[config.mk]
export PLATFORM = sky130hd
export DESIGN_NAME = snn_config_loader
export DESIGN_NICKNAME = d
export VERILOG_FILES = /design/src/rtl/snn_config_loader.sv
export SDC_FILE = /design/constraint.sdc
export NUM_CORES = 2
export LEC_CHECK = 0
export BUFFER_PORTS_ARGS = -buffer_cell sky130_fd_sc_hd__clkbuf_2
export CORE_AREA = 2 2 676 678
export CTS_CLUSTER_SIZE = 28
export DETAILED_ROUTE_END_ITERATION = 8
export DIE_AREA = 0 0 678 680
export HOLD_SLACK_MARGIN = 0.02
export SETUP_SLACK_MARGIN = 0.15
export SLEW_MARGIN = 15
export SYNTH_ARGS = -nofsm -noshare
export SYNTH_HDL_FRONTEND = slang
export SYNTH_SLANG_ARGS = --single-unit
export TNS_END_PERCENT = 1
[constraint.sdc]
create_clock -name system_clock -period 2.85 [get_ports system_clock]
set_input_delay 0.285 -clock system_clock [delete_from_list [all_inputs] [get_ports system_clock]]
set_output_delay 0.285 -clock system_clock [all_outputs]
set_load 0.01 [all_outputs]
[src/rtl/snn_config_loader.sv]
// snn_config_loader: byte-command configuration loader for the spiking network.
// It decodes framed SPI bytes into WRITE, READ, COMMIT and CLEAR commands.
// Writes land in a shadow image. A COMMIT copies that image into the live
// cfg_active bus in a single edge. Bytes 0..SPIKE_BYTES-1 are a fast path:
// writes to them reach both images at once and raise spike_update.
// Optional feature macro: SNN_CFG_READBACK_EN enables the READ (0xB0)
// opcode and drives tx_data/tx_load. Without it, 0xB0 is an unknown opcode
// and the readback outputs are tied off.
module snn_config_loader #(
    parameter int CFG_BYTES   = 215,
    parameter int SPIKE_BYTES = 3,
    parameter int ADDR_W      = 8
) (
    input  logic                     system_clock,
    input  logic                     reset,
    input  logic                     frame_start,
    input  logic                     frame_end,
    input  logic                     byte_valid,
    input  logic [7:0]               byte_data,
    output logic [8*CFG_BYTES-1:0]   cfg_active,
    output logic                     spike_update,
    output logic                     commit_pulse,
    output logic                     err_oob,
    output logic                     err_opcode,
    output logic [7:0]               tx_data,
    output logic                     tx_load
);

    typedef enum logic [2:0] {
        ST_IDLE  = 3'd0,
        ST_OPC   = 3'd1,
        ST_ADDR  = 3'd2,
        ST_LEN   = 3'd3,
        ST_WDATA = 3'd4,
        ST_RDATA = 3'd5,
        ST_SKIP  = 3'd6
    } state_e;

    localparam logic [7:0]      OP_WRITE  = 8'hA0;
    localparam logic [7:0]      OP_COMMIT = 8'hC0;
    localparam logic [7:0]      OP_CLEAR  = 8'hE0;
    localparam logic [ADDR_W:0] CFG_LIM   = (ADDR_W+1)'(CFG_BYTES);
    localparam logic [ADDR_W:0] SPIKE_LIM = (ADDR_W+1)'(SPIKE_BYTES);

    state_e              state_q, state_d, nxt_s, cur_state_s;
    logic [ADDR_W-1:0]   ptr_q, ptr_d;
    logic [7:0]          rem_q, rem_d;
    logic                rd_mode_q, rd_mode_d;
    logic                err_oob_q, err_oob_d;
    logic                err_opc_q, err_opc_d;
    logic                spike_q, spike_d;
    logic                commit_q, commit_d;
    logic                shadow_we_s, active_we_s, commit_s;
    logic                oob_s, in_spike_s;

    // The spike region is always written to both images and is never
    // overwritten by a commit. Its shadow copy would therefore always equal
    // active. Only the non-spike part of the shadow image is stored.
    logic [8*CFG_BYTES-1:8*SPIKE_BYTES] shadow_q;
    logic [8*CFG_BYTES-1:0]             active_q;

`ifdef SNN_CFG_READBACK_EN
    localparam logic [7:0] OP_READ = 8'hB0;
    logic [7:0] tx_data_q, tx_data_d;
    logic       tx_load_q, tx_load_d;
    logic [7:0] rd_byte_s;

    // Readback mux: the spike region reads from active, the rest from shadow
    always_comb begin
        rd_byte_s = 8'h00;
        for (int k = 0; k < SPIKE_BYTES; k++) begin
            rd_byte_s = (ptr_q == ADDR_W'(k)) ? active_q[8*k +: 8] : rd_byte_s;
        end
        for (int k = SPIKE_BYTES; k < CFG_BYTES; k++) begin
            rd_byte_s = (ptr_q == ADDR_W'(k)) ? shadow_q[8*k +: 8] : rd_byte_s;
        end
    end
`endif

    assign oob_s      = ({1'b0, ptr_q} >= CFG_LIM);
    assign in_spike_s = ({1'b0, ptr_q} < SPIKE_LIM);

    // Command decoder: next state, pointer/count updates, flags and write strobes
    always_comb begin
        cur_state_s = frame_start ? ST_OPC : state_q;
        nxt_s       = cur_state_s;
        ptr_d       = ptr_q;
        rem_d       = rem_q;
        rd_mode_d   = rd_mode_q;
        err_oob_d   = err_oob_q;
        err_opc_d   = err_opc_q;
        spike_d     = 1'b0;
        commit_d    = 1'b0;
        shadow_we_s = 1'b0;
        active_we_s = 1'b0;
        commit_s    = 1'b0;
`ifdef SNN_CFG_READBACK_EN
        tx_data_d   = tx_data_q;
        tx_load_d   = 1'b0;
`endif
        if (byte_valid) begin
            case (cur_state_s)
                ST_OPC: begin
                    case (byte_data)
                        OP_WRITE: begin
                            rd_mode_d = 1'b0;
                            nxt_s     = ST_ADDR;
                        end
`ifdef SNN_CFG_READBACK_EN
                        OP_READ: begin
                            rd_mode_d = 1'b1;
                            nxt_s     = ST_ADDR;
                        end
`endif
                        OP_COMMIT: begin
                            commit_s = 1'b1;
                            commit_d = 1'b1;
                            nxt_s    = ST_SKIP;
                        end
                        OP_CLEAR: begin
                            err_oob_d = 1'b0;
                            err_opc_d = 1'b0;
                            nxt_s     = ST_SKIP;
                        end
                        default: begin
                            err_opc_d = 1'b1;
                            nxt_s     = ST_SKIP;
                        end
                    endcase
                end
                ST_ADDR: begin
                    ptr_d = ADDR_W'(byte_data);
                    nxt_s = rd_mode_q ? ST_RDATA : ST_LEN;
                end
                ST_LEN: begin
                    rem_d = byte_data;
                    nxt_s = (byte_data == 8'h00) ? ST_SKIP : ST_WDATA;
                end
                ST_WDATA: begin
                    if (oob_s) begin
                        err_oob_d = 1'b1;
                    end else if (in_spike_s) begin
                        active_we_s = 1'b1;
                        spike_d     = 1'b1;
                    end else begin
                        shadow_we_s = 1'b1;
                    end
                    ptr_d = ptr_q + ADDR_W'(1);
                    rem_d = rem_q - 8'd1;
                    nxt_s = (rem_q == 8'd1) ? ST_SKIP : ST_WDATA;
                end
                ST_RDATA: begin
`ifdef SNN_CFG_READBACK_EN
                    if (oob_s) begin
                        tx_data_d = 8'h00;
                        err_oob_d = 1'b1;
                    end else begin
                        tx_data_d = rd_byte_s;
                    end
                    tx_load_d = 1'b1;
                    ptr_d     = ptr_q + ADDR_W'(1);
`else
                    nxt_s     = ST_SKIP;
`endif
                end
                default: nxt_s = cur_state_s;
            endcase
        end else begin
            nxt_s = cur_state_s;
        end
        state_d = frame_end ? ST_IDLE : nxt_s;
    end

    // Control registers: FSM state, pointer, count, sticky flags, pulses
    always_ff @(posedge system_clock or negedge reset) begin
        if (!reset) begin
            state_q   <= ST_IDLE;
            ptr_q     <= '0;
            rem_q     <= 8'h00;
            rd_mode_q <= 1'b0;
            err_oob_q <= 1'b0;
            err_opc_q <= 1'b0;
            spike_q   <= 1'b0;
            commit_q  <= 1'b0;
        end else begin
            state_q   <= state_d;
            ptr_q     <= ptr_d;
            rem_q     <= rem_d;
            rd_mode_q <= rd_mode_d;
            err_oob_q <= err_oob_d;
            err_opc_q <= err_opc_d;
            spike_q   <= spike_d;
            commit_q  <= commit_d;
        end
    end

`ifdef SNN_CFG_READBACK_EN
    // Readback output registers
    always_ff @(posedge system_clock or negedge reset) begin
        if (!reset) begin
            tx_data_q <= 8'h00;
            tx_load_q <= 1'b0;
        end else begin
            tx_data_q <= tx_data_d;
            tx_load_q <= tx_load_d;
        end
    end
`endif

    // Shadow image: byte writes outside the spike region
    always_ff @(posedge system_clock or negedge reset) begin
        if (!reset) begin
            shadow_q <= '0;
        end else begin
            for (int k = SPIKE_BYTES; k < CFG_BYTES; k++) begin
                if (shadow_we_s && (ptr_q == ADDR_W'(k))) begin
                    shadow_q[8*k +: 8] <= byte_data;
                end
            end
        end
    end

    // Active image: fast-path spike writes plus the atomic commit of the rest
    always_ff @(posedge system_clock or negedge reset) begin
        if (!reset) begin
            active_q <= '0;
        end else begin
            for (int k = 0; k < SPIKE_BYTES; k++) begin
                if (active_we_s && (ptr_q == ADDR_W'(k))) begin
                    active_q[8*k +: 8] <= byte_data;
                end
            end
            for (int k = SPIKE_BYTES; k < CFG_BYTES; k++) begin
                if (commit_s) begin
                    active_q[8*k +: 8] <= shadow_q[8*k +: 8];
                end
            end
        end
    end

    assign cfg_active   = active_q;
    assign spike_update = spike_q;
    assign commit_pulse = commit_q;
    assign err_oob      = err_oob_q;
    assign err_opcode   = err_opc_q;
`ifdef SNN_CFG_READBACK_EN
    assign tx_data      = tx_data_q;
    assign tx_load      = tx_load_q;
`else
    assign tx_data      = 8'h00;
    assign tx_load      = 1'b0;
`endif

endmodule

==> qor.yml <==
setup_path:
  start_kind: "flop"
  endpoint_kind: "flop"
  critical_path_arrival_ps: 3450
  worstPathMaxFanout: 13
  cp.required_ps: 3650
  critPathKind: "flop to flop"
timing:
  slew_viol_final: 0
  relSlewSlack: 0.123
  post-route-period-util: 0.929
  fin_crit_ps: 2650
  max_slew.worst_pin.slew_ps: 1320
  clock_skew_ps: 74.9
  setup_viol: 0
  hold_viol: 0
  rsz0062_at_grt: "yes"
  fmax_mhz: 378
  hold_slack_ps: 159
pwr:
  total_power_uw: 105000
  ir_drop_mv: 0.504
  p_per_area_nw_per_um2: 631
  leakagePower_uw: 0.0871
route:
  finalWirelength_um: 427000
  drcViolationCount: 0
  ant_nets: 0
  drt-pass1-iter-count: 5
  drt-initial-drc-count: 3880
  wl_per_cell_um: 26.4
  vias: 73500
  via_per_inst: 4.54
synth:
  synth_most_common_cell: "dfrtp_1"
  synth_edf_count: 0
  synth.top_cell.area_share: 0.650
  yosysWarnings: 0
  async_reset_ff_frac: 1.00
  synth_seq_cells: 3439
  yosys.cell_types.count: 60
  avgSynthCellArea_um2: 17.2
  synth_top_area_cell: "dfrtp_1"
  synth_area_um2: 132000
  synth_common_cells: "3439 x dfrtp_1, 2766 x mux2_2, 560 x mux2_4, 219 x clkbuf_1, 189 x buf_2"
  synthTopCellsByArea: "dfrtp_1 65%, mux2_2 24%, mux2_4 6.3%"
  netlist_instances: 7722
  synthFlopType: "dfrtp_1"
  ys_seq_area_frac: 0.650
grt:
  overflow: 0
  grtUsageTotal: 0.180
  grt_pass1_wl_um: 600000
  grt_max_degree: 121
  antenna_found_initial: 18
  grt_pass1_vias: 75700
die:
  core-area_um2: 454000
  rows: 248
  ios: 1746
  die_w_um: 678
  initial_core_util: 0.292
  dieHeight_um: 680
  die-area_um2: 461000
final_layout:
  fill_cells: 43200
  area_growth_pct: 25.2
  fin_nets: 9904
  drive_above_1_share: 0.623
placed_design:
  hpwl_um: 300000
  port_buffers: 1736
  place.gp.congestion: 0.784
clock_tree:
  clockRootBuffer: "clkbuf_16"
  clock_path_buffers: 4
  htreeDepth: 5
  cts_tree: "done"
  insertion_delay_ps: 970
  clkSlewWorstSetupHoldPaths_ps: 90
  numCtsBuffers: 370
  clock_sinks: 3439
run:
  cap_violations: 0
status:
  status: "completed"
min_path:
  hold_path.class: "primary input to flop"
area by class of cell:
cell class              count  area [um2]  share of cell area
inverters                   9        33.8            0.000204
clock inverters           120        1620             0.00977
flip-flops and latches   3439       86100               0.519
well taps                6000        7510              0.0453
diodes                      9        22.5            0.000136
multi-input cells        3835       44400               0.267
clock buffers             551       11000              0.0662
repair buffers           2230       15300              0.0921
worst max-delay path, stage by stage, from the launching register on:
cell and delay [ps]:
dfrtp_1 390, or3b_4 450, buf_4 250, nor4_4 350, buf_12 230, buf_12 200, nand2_8 100, mux2_4 320
metal layers:
layer,up-vias,GRT usage,part of all wire
met2,1786,0.299,0.48
met3,585,0.0415,0.054
met1,39500,0.228,0.42
met5,-,0,0
li1,31600,-,-
met4,0,0.0664,0.042
power breakdown:
part | switching (uW) | total (uW) | leakage (uW) | internal (uW)
Combinational | 3690 | 5160 | 0.0331 | 1460
Sequential | 436 | 49900 | 0.0479 | 49500
Clock | 20600 | 49600 | 0.00620 | 29000
state kept, by name (all words and copies together) (netlist names):
register      cells
err_opcode        1
rem_q             8
err_oob           1
spike_update      1
commit_pulse      1
ptr_q             8
shadow_q       1696
state_q           3
cfg_active     1720
metrics by stage:
step / setup TNS, ps / utilization / instance area (um2) / std cells / worst slack, ps
finish: 0 / 0.365 / 166000 / 16200 / 201
global placement: -4700 / 0.336 / 153000 / 15500 / -252
global route: 0 / 0.365 / 166000 / 16200 / 89.0
detailed placement: -4660 / 0.336 / 153000 / 15500 / -256
floorplan: 0 / - / 133000 / 7730 / 391
CTS: 0 / 0.364 / 165000 / 16200 / 152
placed cells by master, fill, tap and decap left out, types with 11 or more instances in the layout:
cell,instances
nor2_1,26
buf_12,187
nor2_4,21
dlygate4sd3_1,16
buf_16,12
clkbuf_1,80
clkbuf_16,382
clkinv_2,53
nor4_4,11
o21ai_0,21
mux2_4,560
clkbuf_2,1727
nand2_1,54
a21oi_1,14
nand2_8,70
mux2_2,2766
nand2_2,68
clkbuf_8,98
nor2_2,11
inv_6,12
mux2_1,91
bufinv_16,24
dfrtp_1,3439
buf_4,268
and2_4,12
worst paths after layout:
| path | start | endpoint | slack (ps) | cells after the start |
|---|---|---|---|---|
| setup / recovery | state_q[0]$_DFF_PN0_ | shadow_q[1343]$_DFFE_PN0P_ | 200 | 7 |
| hold / removal | byte_data[0] | shadow_q[728]$_DFFE_PN0P_ | 160 | 3 |
| setup reg to reg | state_q[0]$_DFF_PN0_ | shadow_q[1343]$_DFFE_PN0P_ | 200 | 7 |
| hold reg to reg | shadow_q[816]$_DFFE_PN0P_ | cfg_active[816]$_DFFE_PN0P_ | 450 | 1 |
| max in group asynchronous | reset | shadow_q[438]$_DFFE_PN0P_ | 970 | 3 |
| min in group asynchronous | reset | cfg_active[961]$_DFFE_PN0P_ | 380 | 3 |
timing repair:
item | in CTS | in global routing
gates cloned | 0 | 9
pin swaps | 1 | 0
endpoints found under the hold margin | 1643 | 0
hold buffers | 16 | 0
endpoints found under the setup margin | 350 | 563
resized for setup | 4 | 16
setup buffers | 0 | 1
cell families after synthesis:
| logic type | after synthesis | synth area share |
|---|---|---|
| flip-flops | 3439 | 0.650 |
| multiplexers | 3418 | 0.306 |
| buffers and inverters | 456 | 0.0167 |
| AND/OR/NAND/NOR | 340 | 0.0238 |
| AO/OA/AOI/OAI | 62 | 0.00289 |
| adder cells (fa/ha/maj) | 6 | 0.000567 |
| other | 1 | 0.0000283 |
Note: power is estimated with default switching activity, not from simulation.
